--- src/rtl/sreg_pkg.sv ---
// Shared constants and helpers for the tapped delay line.
// Consumers pick up the default word width, depth and select width from here
// so that producers and consumers of the delay line agree on the geometry.
package sreg_pkg;

   localparam int SREG_WIDTH_DEF = 16;
   localparam int SREG_DEPTH_DEF = 8;
   localparam int SREG_SELW_DEF  = 3;

   // Ceiling log2 for elaboration-time widths; clog2_f(1) = 0, clog2_f(9) = 4.
   function automatic int clog2_f(input int n);
      int r;
      r = 0;
      for (int i = 0; i < 31; i++) begin
         if ((1 << i) < n) r = i + 1;
      end
      return r;
   endfunction

endpackage

--- src/rtl/sreg_fill_ctr.sv ---
// Saturating fill counter for the delay line.
// Counts enabled shifts since reset or flush and stops at DEPTH, so "full"
// stays asserted while the line keeps shifting. Flush wins over increment.
module sreg_fill_ctr
   import sreg_pkg::*;
#(
   parameter int DEPTH = SREG_DEPTH_DEF,
   parameter int FW    = clog2_f(DEPTH + 1)
)(
   input  logic          ck,
   input  logic          reset_n,
   input  logic          inc,
   input  logic          clr,
   output logic [FW-1:0] fill,
   output logic          full
);

   localparam logic [FW-1:0] FILL_MAX = FW'(DEPTH);

   logic [FW-1:0] fill_q;
   logic [FW-1:0] fill_d;

   // Next count: flush, else saturating increment, else hold.
   always_comb begin
      fill_d = fill_q;
      if (clr) begin
         fill_d = '0;
      end else if (inc && (fill_q != FILL_MAX)) begin
         fill_d = fill_q + FW'(1);
      end
   end

   // Count register with asynchronous clear.
   always_ff @(posedge ck or negedge reset_n) begin
      if (!reset_n) begin
         fill_q <= '0;
      end else begin
         fill_q <= fill_d;
      end
   end

   assign fill = fill_q;
   assign full = (fill_q == FILL_MAX);

endmodule

--- src/rtl/shiftreg_tap_param.sv ---
// Programmable-delay line: WIDTH-bit words shifted through DEPTH stages with
// shift enable, synchronous flush and a run-time tap select.
// dout = stage[sel] gives a delay of sel+1 enabled shifts; out-of-range
// selects clamp to the last stage and raise sel_err.
// Optional feature macro: SREG_ALLTAPS_EN adds taps_flat, a flat view of
// every stage (stage k at taps_flat[WIDTH*k +: WIDTH]) for parallel FIR taps.
module shiftreg_tap_param
   import sreg_pkg::*;
#(
   parameter int WIDTH = SREG_WIDTH_DEF,
   parameter int DEPTH = SREG_DEPTH_DEF,
   parameter int SELW  = SREG_SELW_DEF
)(
   input  logic                   ck,
   input  logic                   reset_n,
   input  logic                   en,
   input  logic                   clr,
   input  logic [WIDTH-1:0]       din,
   input  logic [SELW-1:0]        sel,
   output logic [WIDTH-1:0]       dout,
   output logic                   valid,
   output logic                   full,
   output logic                   sel_err
`ifdef SREG_ALLTAPS_EN
   ,
   output logic [WIDTH*DEPTH-1:0] taps_flat
`endif
);

   localparam int FW = clog2_f(DEPTH + 1);

   logic [WIDTH-1:0] stage_q [DEPTH];
   logic [FW-1:0]    fill;
   logic [31:0]      sel_ext;
   logic [31:0]      fill_ext;

   // Stage array: flush beats shift; the oldest word falls off the end.
   always_ff @(posedge ck or negedge reset_n) begin
      if (!reset_n) begin
         for (int k = 0; k < DEPTH; k++) stage_q[k] <= '0;
      end else if (clr) begin
         for (int k = 0; k < DEPTH; k++) stage_q[k] <= '0;
      end else if (en) begin
         stage_q[0] <= din;
         for (int k = 1; k < DEPTH; k++) stage_q[k] <= stage_q[k-1];
      end
   end

   sreg_fill_ctr #(
      .DEPTH (DEPTH),
      .FW    (FW)
   ) u_fill_ctr (
      .ck      (ck),
      .reset_n (reset_n),
      .inc     (en),
      .clr     (clr),
      .fill    (fill),
      .full    (full)
   );

   // Compare select and fill on a common width so any SELW/FW pairing works.
   assign sel_ext  = 32'(sel);
   assign fill_ext = 32'(fill);
   assign sel_err  = (sel_ext >= 32'(DEPTH));
   assign valid    = (fill_ext > sel_ext) && !sel_err;

   // Tap mux; an unmatched select falls through to the last stage.
   always_comb begin
      dout = stage_q[DEPTH-1];
      for (int k = 0; k < DEPTH; k++) begin
         if (sel_ext == 32'(k)) dout = stage_q[k];
      end
   end

`ifdef SREG_ALLTAPS_EN
   for (genvar g = 0; g < DEPTH; g++) begin : g_taps
      assign taps_flat[WIDTH*g +: WIDTH] = stage_q[g];
   end
`endif

endmodule

--- config.mk ---
export PLATFORM = sky130hd
export DESIGN_NAME = shiftreg_tap_param
export DESIGN_NICKNAME = d
export VERILOG_FILES = /design/src/rtl/sreg_pkg.sv /design/src/rtl/sreg_fill_ctr.sv /design/src/rtl/shiftreg_tap_param.sv
export SDC_FILE = /design/constraint.sdc
export NUM_CORES = 1
export LEC_CHECK = 0
export CAP_MARGIN = 20
export CORE_UTILIZATION = 40
export DETAILED_ROUTE_END_ITERATION = 8
export GPL_ROUTABILITY_DRIVEN = 0
export SLEW_MARGIN = 15
export SYNTH_ARGS = -nofsm -noshare
export SYNTH_HDL_FRONTEND = slang
export SYNTH_HIERARCHICAL = 1
export SYNTH_SLANG_ARGS = --single-unit
--- constraint.sdc ---
create_clock -name ck -period 3.3 [get_ports ck]
set_clock_uncertainty 0.15 [all_clocks]
set_input_delay 0.66 -clock ck [delete_from_list [all_inputs] [get_ports ck]]
set_output_delay 0.66 -clock ck [all_outputs]
set_load 0.05 [all_outputs]
---- Word-level counts from Yosys, hierarchy flattened ----
Index checks and enable logic that the tools add are counted.
storage, ports and cells
  register bits ........................... 132
  bits of input ports ..................... 23
  output and inout port bits .............. 19
  logic and storage cells ................. 39
cells by class
  add/sub/neg operators ................... 1
  order comparisons ....................... 2
  equality and inequality tests ........... 9
  mux-type cells .......................... 12
  reductions and logical operators ........ 6
operator list
  kind                                                                   number
  128-bit two-way mux                                                    2
  16-bit two-way mux                                                     8
  32-bit logical NOT                                                     1
  3-bit == test, second input constant                                   4
  4-bit two-way mux                                                      2
  3-bit by 2-bit == test with 1-bit output, second input constant        2
  4-bit by 1-bit adder with 4-bit output, second input constant          1
  4-bit == test, second input constant                                   1
  3-bit by 4-bit >= comparator with 1-bit output, second input constant  1
  4-bit by 3-bit > comparator with 1-bit output                          1
  4-bit != test, second input constant                                   1
  2-bit nonzero test                                                     2
  3-bit by 1-bit == test with 1-bit output, second input constant        1
  1-bit logical AND                                                      2
  1-bit logical NOT                                                      1

---- Longest topological paths before layout ----
Gate-level depths: netlist of the first run.
  word-level depth ........................ 9
  gate-level depth with buffers ........... 8
  gate-level depth less buffers ........... 6

---- By module ----
The synthesis of the first run kept the hierarchy.
by module, submodules not included
  module              instances  cells each  area each (um^2)  seq. area each (um^2)
  shiftreg_tap_param  1          644         6663.9            3203.1
  sreg_fill_ctr       1          24          232.7             100.1

---- Least setup slack after synthesis of the first run ----
Ideal clock, no wire load.
  kind .................................... input -> output
  start ................................... input sel[1]
  end ..................................... output dout[11]
  data arrival time ....................... 2.481 ns
  path slack .............................. 0.009 ns
  stages on the path ...................... 6
  buffers on the path ..................... 3
  path through ............................ buf_6 -> buf_4 -> buf_2 -> nand2_1 -> o21ai_1 -> o32ai_1
on the way
  longest elaborated chain between the ends .. 9
  elaborated cells between the ends (all ways) .. 16
  classes of those cells .................. eq/ne: 7; mux: 8; reduce/logical: 1
RTL lines
  item                             line                      RTL
  from (decl)                      shiftreg_tap_param.sv:19  input logic [SELW-1:0] sel,
  32-bit logical NOT               shiftreg_tap_param.sv:71  if (sel_ext == 32'(k)) dout = stage_q[k];
  16-bit two-way mux (7 in a row)  shiftreg_tap_param.sv:71
  16-bit two-way mux (*)           shiftreg_tap_param.sv:71
  to (decl)                        shiftreg_tap_param.sv:20  output logic [WIDTH-1:0] dout,
Mark *: on every way between the ends. The rest lies on a longest branch, timed or not.

---- Final worst setup path of the first run ----
Ends and elaborated chain as after synthesis.

==> results of run 1 <==
critical path: stages:
cell and delay [ns]:
buf_2 0.23, buf_4 0.31, mux2i_1 0.12, a22o_1 0.20, o32ai_1 0.47, buf_12 0.20
per-stage QoR:
stage / utilization / setup slack [ns] / cells / instance area [sq um]
2_1_floorplan: - / 0.008635 / 668 / 6897
3_3_place_gp: 0.4561 / 0.3528 / 894 / 7617
3_5_place_dp: 0.4561 / 0.2999 / 894 / 7617
4_1_cts: 0.4893 / 0.2815 / 922 / 8172
5_1_grt: 0.4893 / 0.1960 / 922 / 8172
6_report: 0.4894 / 0.2877 / 923 / 8174
synthesized netlist by cell type, types with 2 or more instances:
cell       instances  area [sq um]
inv_1              6         22.52
mux2i_1          146          1461
a32o_1             7         70.07
o21ai_0           26         130.1
ha_1               5         62.56
nor2_1           137         514.2
o21a_1             2         15.01
dfrtp_1          132          3303
nor2_2             3         18.77
nand2b_1          10         62.56
nand2_1           40         150.1
a22oi_2            6         75.07
a22o_1             3         26.28
a22oi_1           12         90.09
mux2_1             5         56.30
o21ai_1            5         25.02
nand3_1           11         55.05
o2111ai_1          5         43.79
o32ai_1            2         17.52
buf_2             24         120.1
buf_1              2         7.510
a21oi_1           10         50.05
buf_6              8         90.09
a31oi_1            6         37.54
mux4_2             2         45.04
clkbuf_1          13         48.80
o22ai_1           10         62.56
buf_4              6         45.04
o221ai_1           2         17.52
inv_2              2         7.510
a2bb2oi_1          5         43.79
power by group through the flow:
stage / clock network (uW) / registers, uW / logic [uW]
floorplan: 0 / 1690 / 298
detailed placement: 0 / 1700 / 473
global route: 1910 / 1680 / 506
CTS: 1840 / 1670 / 475
global placement: 0 / 1700 / 465
finish: 1810 / 1680 / 469
final timing paths:
path | endpoint | slack (ns) | cells after the start
worst max-delay path | dout[11] | 0.29 | 6
worst min-delay path | stage_q[27] | 0.15 | 1
worst max register to register | u_fill_ctr/fill[0] | 1.76 | 5
worst min register to register | stage_q[11] | 0.37 | 2
max in group asynchronous | stage_q[125] | 2.16 | 2
min in group ck | stage_q[11] | 0.37 | 2
per-layer routing:
layer	share of wire	vias up	GRT usage
met5	0	-	0
met4	0.014	0	0.06250
met3	0.037	20	0.04224
met1	0.49	2595	0.2691
li1	-	2386	-
met2	0.46	108	0.2844
registers in the layout (all words and copies together) (netlist names):
register	count
stage_q	128
u_fill_ctr/fill	4
logic make-up after synthesis:
kind of cell    count (synthesis)  synth area share
simple gates                  209            0.1252
mux                           154            0.2288
flops                         132            0.4790
compound gates                104            0.1056
buf+inv                        62           0.05062
fa+ha+maj                       5          0.009071
other cells                     1         0.0005437
xor+xnor                        1          0.001270
cell type report:
class | instances | area, sq um
repair buffers | 60 | 764.5
inverters | 8 | 30.03
multi-input cells | 474 | 3244
flip-flops and latches | 132 | 3303
clock inverters | 6 | 80.08
fillers | 1575 | 8527
clock buffers | 22 | 474.2
well taps | 220 | 275.3
diodes | 1 | 2.502
==> run_results.csv, run 1 <==
group,metric,value,unit
setup_path,worst-path-max-fanout,20,
routing,drc,0,
logic_synthesis,synth_nets,696,
logic_synthesis,synth-seq-cells,132,
sta,rsz0062_at_grt,"false",
min_path,hold_class,"in2async",
routing,drt_iter0_drc,445,
pwr,leakagePower,0.003891,uW
cells_and_area,drive_above_1_share,0.1225,
logic_synthesis,ys_warn_count,6,
clock_tree,cts_hold_buf,0,
clock_tree,ctsResizeCount,0,
pwr,pwr-share-clk,0.457,
sta,setup_violations,0,
setup_path,path_class,"in2out",
clock_tree,cts_tree,"done",
global_route,grt_usage,0.1891,
global_route,grt_pass1_wl,26.52,mm
global_route,antenna_found_initial,1,
logic_synthesis,synth-edff-count,0,
logic_synthesis,netlist_area,6897,sq um
sta,hold_ws,0.1455,ns
clock_tree,cts_buffer_depth,2,
run,drv_cap,0,
pwr,totalPowerFinal,3953,uW
run_status,status,"finished, final reports clean",
sta,fin_crit_sh,0.9128,
floorplan,core-area,16700,sq um
sta,period_needed,3.012,ns
cells_and_area,final_common_cell,"mux2i_1",
clock_tree,cts_setup_buffers,0,
pwr,power_frac_seq,0.424,
routing,firstDrtPassIters,5,
floorplan,die_x,133.3,um
pwr,power_density,483.6,nW/um^2
floorplan,rows,47,
logic_synthesis,async_flop_share,1.000,
floorplan,chipHeight,133.3,um
floorplan,start_util,0.4129,
clock_tree,root_buffer,"clkbuf_16",
global_route,grt_max_degree,56,
setup_path,startpoint_type,"input pin",
global_route,gr-total-overflow,0,
clock_tree,cts_buffers,17,
logic_synthesis,synth_cell_types,46,
logic_synthesis,synth.avg_cell_area,10.32,sq um
setup_path,critPathArrivalTime,2.20,ns
sta,hold_viol_final,0,
routing,wl,15.91,mm
cells_and_area,nets,721,
clock_tree,clkLatencyLatePin,0.42,ns
setup_path,reg2reg_from,"u_fill_ctr/fill[0]",
pwr,swShare,0.2450,
cells_and_area,layout_common_cells,"mux2i_1, nor2_1, dfrtp_1, nand2_1, o21ai_0",
clock_tree,clkTransAtPathRegs,0.06,ns
sta,worst_pin_slew,0.7076,ns
setup_path,worstSetupEndpointType,"output pin",
sta,slew_violations,0,
placed_design,port_buffers,40,
routing,num_vias,5109,
routing,wl_per_cell,17.23,um
pwr,ir_drop,0.3493,mV
sta,max-slew-margin-rel,0.5283,
global_route,first_global_vias,4922,
floorplan,io_pins,42,
routing,ant_nets,0,
logic_synthesis,yosysSeqAreaShare,0.4790,
setup_path,startpoint,"sel[1]",
sta,tns,0,ns
logic_synthesis,synth_top_flop_cell,"dfrtp_1",
pwr,p_comb_frac,0.119,
floorplan,die-area,17770,sq um
pwr,internal_power,2985,uW
sta,timing.fmax,0.3320,GHz
pwr,switching_power,968.4,uW
clock_tree,h-tree-depth,4,
setup_path,cp_data_required_time,2.49,ns
routing,vias_per_cell,5.535,
clock_tree,clkSinkCount,132,
cells_and_area,area_growth,18.52,%
placed_design,dp_hpwl,10.45,mm
logic_synthesis,synthCells,668,
Power figures use the tool's default switching activity.
==> run 2, diff against run 1 <==
--- a/config.mk
+++ b/config.mk
@@ -6,10 +6,9 @@
 export NUM_CORES = 1
 export LEC_CHECK = 0
 export CAP_MARGIN = 20
-export CORE_UTILIZATION = 40
+export CORE_UTILIZATION = 30
 export DETAILED_ROUTE_END_ITERATION = 8
 export GPL_ROUTABILITY_DRIVEN = 0
-export SLEW_MARGIN = 15
 export SYNTH_ARGS = -nofsm -noshare
 export SYNTH_HDL_FRONTEND = slang
 export SYNTH_HIERARCHICAL = 1
==> run_results.csv, run 2 (synthesis results as in run 1) <==
group,metric,value,unit
setup_path,cp_data_required_time,2.49,ns
routing,drc,0,
placed_design,post-place-ws,0.2935,ns
setup_path,path_class,"in2out",
clock_tree,cts_hold_buf,0,
cells_and_area,layout_common_cells,"mux2i_1, nor2_1, dfrtp_1, nand2_1, o21ai_0",
routing,num_vias,4891,
routing,wl,15.23,mm
sta,fin_crit_sh,0.9027,
cells_and_area,final_common_cell,"mux2i_1",
cells_and_area,multi_input_area,3244,sq um
floorplan,rows,55,
sta,timing.fmax,0.3357,GHz
routing,drt_iter0_drc,320,
clock_tree,root_buffer,"clkbuf_16",
routing,vias_per_cell,4.921,
global_route,grt_usage,0.1375,
floorplan,die_x,153.6,um
clock_tree,cts_buffer_depth,2,
run_status,status,"finished, final reports clean",
clock_tree,clkLatencyLatePin,0.42,ns
sta,setup_slack,0.3211,ns
pwr,power_density,480.7,nW/um^2
cells_and_area,area_growth,20.07,%
sta,rsz0062_at_grt,"false",
cells_and_area,nFillCells,2231,
routing,ant_nets,0,
clock_tree,clkSinkCount,132,
setup_path,regToRegEndpoint,"u_fill_ctr/fill[0]",
routing,wl_per_cell,15.32,um
placed_design,port_buffers,40,
clock_tree,clkTransAtPathRegs,0.06,ns
floorplan,io_pins,42,
cells_and_area,regMostFlops,"stage_q",
pwr,totalPowerFinal,3981,uW
clock_tree,h-tree-depth,4,
global_route,antenna_found_initial,0,
sta,setup_violations,0,
sta,period_needed,2.979,ns
clock_tree,cts_tree,"done",
cells_and_area,area.sequential,3303,sq um
cells_and_area,drive_above_1_share,0.1340,
sta,tns,0,ns
global_route,grt_pass1_wl,25.86,mm
pwr,leakagePower,0.003894,uW
cells_and_area,nets,724,
global_route,grt_max_degree,69,
floorplan,chipHeight,153.6,um
cells_and_area,stdcell_count,994,
placed_design,dp_cells,962,
floorplan,die-area,23600,sq um
clock_tree,ctsResizeCount,0,
pwr,ir_drop,0.3052,mV
sta,worst_pin_slew,0.5479,ns
setup_path,worstSetupEndpointType,"output pin",
floorplan,start_util,0.3055,
clock_tree,cts_setup_buffers,0,
run,drv_cap,0,
sta,max-slew-margin-rel,0.6347,
global_route,first_global_vias,4667,
placed_design,dp_hpwl,9.927,mm
floorplan,core-area,22570,sq um
setup_path,worst-path-max-fanout,14,
setup_path,reg2reg_from,"u_fill_ctr/fill[0]",
setup_path,startpoint_type,"input pin",
placed_design,dpl_cell_area,7700,sq um
setup_path,rr_worst_depth,5,
cells_and_area,diodes,0,
sta,slew_violations,0,
cells_and_area,final_design_area_no_fill,8280,sq um
clock_tree,cts_buffers,17,
min_path,hold_class,"in2async",
cells_and_area,largest_register_ffs,128,
sta,hold_viol_final,0,
global_route,gr-total-overflow,0,
setup_path,reg2reg_slack,1.79,ns
setup_path,critPathArrivalTime,2.17,ns
routing,firstDrtPassIters,5,
[run 2: cell types whose count changed in the layout (fill, tap and decap cells not counted), moves of 2 or more]
cell	delta
inv_6	+6
buf_4	+4
clkinv_2	-4
clkinvlp_4	+4
buf_12	-2
clkbuf_1	-2
clkbuf_8	-2
clkinv_4	+2
[run 2: worst max-delay path by stage]
stage	startpoint	end	slack, ns	cells after the start
2_1_floorplan	sel[1]	dout[11]	0.009	6
3_3_place_gp	sel[2]	dout[14]	0.30	8
3_5_place_dp	sel[2]	dout[14]	0.29	8
4_1_cts	sel[2]	dout[14]	0.29	8
5_1_grt	sel[2]	dout[11]	0.25	6
6_report	sel[2]	dout[14]	0.32	8
[run 2: stage by stage]
stage	hold WS (ns)	utilization
floorplan	0.2144	-
global placement	0.3515	0.3411
finish	0.05594	0.3669
global route	0.09404	0.3669
detailed placement	0.3602	0.3411
CTS	0.06407	0.3669
[run 2: routing by layer]
layer | wire [um] | GRT usage | part of all wire | vias up
met5 | 0 | 0 | 0 | -
met4 | 317 | 0.06381 | 0.021 | 0
met3 | 453 | 0.02565 | 0.030 | 21
met2 | 6692 | 0.1985 | 0.44 | 84
met1 | 7764 | 0.1978 | 0.51 | 2384
li1 | - | - | - | 2402
[run 2: area by class of cell]
type / instances / area share
Clock buffer: 18 / 0.05304
Clock inverter: 14 / 0.01707
Inverter: 8 / 0.003626
Multi-Input combinational cell: 474 / 0.3918
Sequential cell: 132 / 0.3989
Tap cell: 285 / 0.04306
Timing Repair Buffer: 63 / 0.09248
[run 2: worst max-delay path: stages]
cell       delay [ns]
buf_2            0.25
buf_4            0.26
and2_1           0.16
buf_4            0.14
a21oi_1          0.05
o21ai_1          0.08
a2bb2oi_1        0.37
buf_12           0.19
[run 2: report_power, final]
| part | switching, uW | internal, uW | total (uW) |
|---|---|---|---|
| registers | 27.4 | 1640 | 1670 |
| clock network | 765 | 1080 | 1840 |
| logic | 277 | 191 | 468 |
==> run 3, diff against run 2 <==
--- a/config.mk
+++ b/config.mk
@@ -5,7 +5,9 @@
 export SDC_FILE = /design/constraint.sdc
 export NUM_CORES = 1
 export LEC_CHECK = 0
-export CAP_MARGIN = 20
+export ABC_CLOCK_PERIOD_IN_PS = 3300
+export CAP_MARGIN = 40
+export CORE_ASPECT_RATIO = 0.7
 export CORE_UTILIZATION = 30
 export DETAILED_ROUTE_END_ITERATION = 8
 export GPL_ROUTABILITY_DRIVEN = 0
==> run_results.csv, run 3 (synthesis results as in run 1) <==
group,metric,value,unit
cells_and_area,diodes,0,
placed_design,port_buffers,40,
setup_path,reg2reg_slack,1.77,ns
cells_and_area,largest_register_ffs,128,
floorplan,die_x,183.2,um
floorplan,chipHeight,128.9,um
floorplan,rows,46,
sta,setup_slack,0.1134,ns
floorplan,core-area,22620,sq um
sta,setup_violations,0,
setup_path,cp_data_required_time,2.49,ns
sta,worst_pin_slew,0.5710,ns
sta,fin_crit_sh,0.9656,
clock_tree,cts_tree,"done",
cells_and_area,final_common_cell,"mux2i_1",
min_path,min_delay_path_depth,2,
setup_path,critPathMostFrequentCell,"buf_4",
clock_tree,h-tree-depth,4,
routing,wl,16.20,mm
placed_design,post-place-ws,0.1212,ns
clock_tree,root_buffer,"clkbuf_16",
routing,firstDrtPassIters,7,
placed_design,dp_hpwl,10.43,mm
clock_tree,clkTransAtPathRegs,0.06,ns
run_status,status,"finished with violations",
sta,slew_violations,0,
global_route,grt_pass1_wl,26.30,mm
clock_tree,cts_buffer_depth,2,
pwr,leakagePower,0.003918,uW
sta,tns,0,ns
setup_path,critPathArrivalTime,2.38,ns
global_route,first_global_vias,4814,
clock_tree,cts_buffers,17,
setup_path,worst-path-max-fanout,30,
global_route,grt_max_degree,96,
clock_tree,clkLatencyLatePin,0.42,ns
run_status,violations,"DRC",
cells_and_area,area_growth,21.19,%
cells_and_area,regMostFlops,"stage_q",
setup_path,worst_path_largest_cell_delay,0.46,ns
global_route,gr-total-overflow,0,
cells_and_area,stdcell_count,1022,
floorplan,io_pins,42,
global_route,grt_usage,0.1435,
placed_design,dp_cells,991,
floorplan,start_util,0.3049,
routing,ant_nets,0,
setup_path,cp_cell_sequence,"buf_2 -> buf_4 -> mux2i_1 -> a22o_1 -> o32ai_1 -> buf_4 -> buf_12",
clock_tree,clkSinkCount,132,
pwr,power_density,495.8,nW/um^2
sta,timing.fmax,0.3138,GHz
cells_and_area,layout_common_cells,"mux2i_1, nor2_1, dfrtp_1, nand2_1, o21ai_0",
cells_and_area,nets,727,
pwr,ir_drop,0.3449,mV
sta,hold_viol_final,0,
run,drv_cap,0,
cells_and_area,drive_above_1_share,0.1338,
setup_path,rr_worst_depth,5,
routing,vias_per_cell,4.878,
setup_path,slowest_stage,"o32ai_1",
setup_path,worstSetupEndpointType,"output pin",
sta,max-slew-margin-rel,0.6193,
routing,drt_iter0_drc,505,
sta,rsz0062_at_grt,"false",
min_path,hold_class,"reg2reg",
global_route,antenna_found_initial,0,
setup_path,path_class,"in2out",
sta,period_needed,3.187,ns
routing,wl_per_cell,15.85,um
clock_tree,cts_setup_buffers,0,
routing,num_vias,4985,
setup_path,startpoint_type,"input pin",
routing,drc,1,
floorplan,die-area,23610,sq um
-- run 3: cell count changes in the layout (fill, tap and decap cells not counted), moves of 2 or more --
cell / before / now
inv_6: 6 / 0
buf_4: 21 / 24
bufinv_16: 1 / 4
clkinv_2: 0 / 2
-- run 3: path summary, 6_finish.rpt --
check / start / to
setup reg to reg: u_fill_ctr/fill[0] / u_fill_ctr/fill[0]
setup / recovery: sel[1] / dout[15]
hold / removal: stage_q[13] / stage_q[13]
min in group asynchronous: reset_n / stage_q[17]
hold reg to reg: stage_q[13] / stage_q[13]
max in group asynchronous: reset_n / stage_q[30]
-- run 3: report_power, final --
part	internal [uW]	leakage, uW	switching, uW
Clock	1250	0.000287	742
Combinational	193	0.00180	284
Sequential	1640	0.00183	27.2
-- run 3: layout make-up --
class	count	area [sq um]
fillers	2249	14260
flip-flops and latches	132	3303
multi-input cells	474	3244
repair buffers	66	778.2
clock buffers	17	425.4
well taps	312	390.4
clock inverters	13	186.4
inverters	8	30.03
-- run 3: timing repair --
| item | 4_1_cts | 5_1_grt |
|---|---|---|
| setup endpoints to repair | 0 | 0 |
| resized for setup | 0 | 0 |
| hold buffers | 1 | 0 |
| hold endpoints to repair | 1 | 0 |
-- run 3: per-layer routing --
layer | global-route usage | up-vias | wire (um)
met2 | 0.2076 | 92 | 7088
met5 | 0 | - | 0
met1 | 0.2124 | 2490 | 8359
li1 | - | 2395 | -
met3 | 0.03425 | 8 | 664
met4 | 0.03873 | 0 | 87
-- run 3: per-stage QoR --
stage | hold slack (ns) | power, uW | utilization | cell area (sq um)
floorplan | 0.2144 | 1988 | - | 6897
global placement | 0.2937 | 2179 | 0.3420 | 7736
detailed placement | 0.2925 | 2181 | 0.3420 | 7736
CTS | 0.3775 | 4176 | 0.3695 | 8358
global route | 0.3991 | 4293 | 0.3695 | 8358
finish | 0.3729 | 4144 | 0.3695 | 8358
-- run 3: critical path, delay by kind of cell --
kind                   cells  cell delay [ns]
buffers and inverters      4             0.88
AO/OA/AOI/OAI              2             0.67
multiplexers               1             0.15
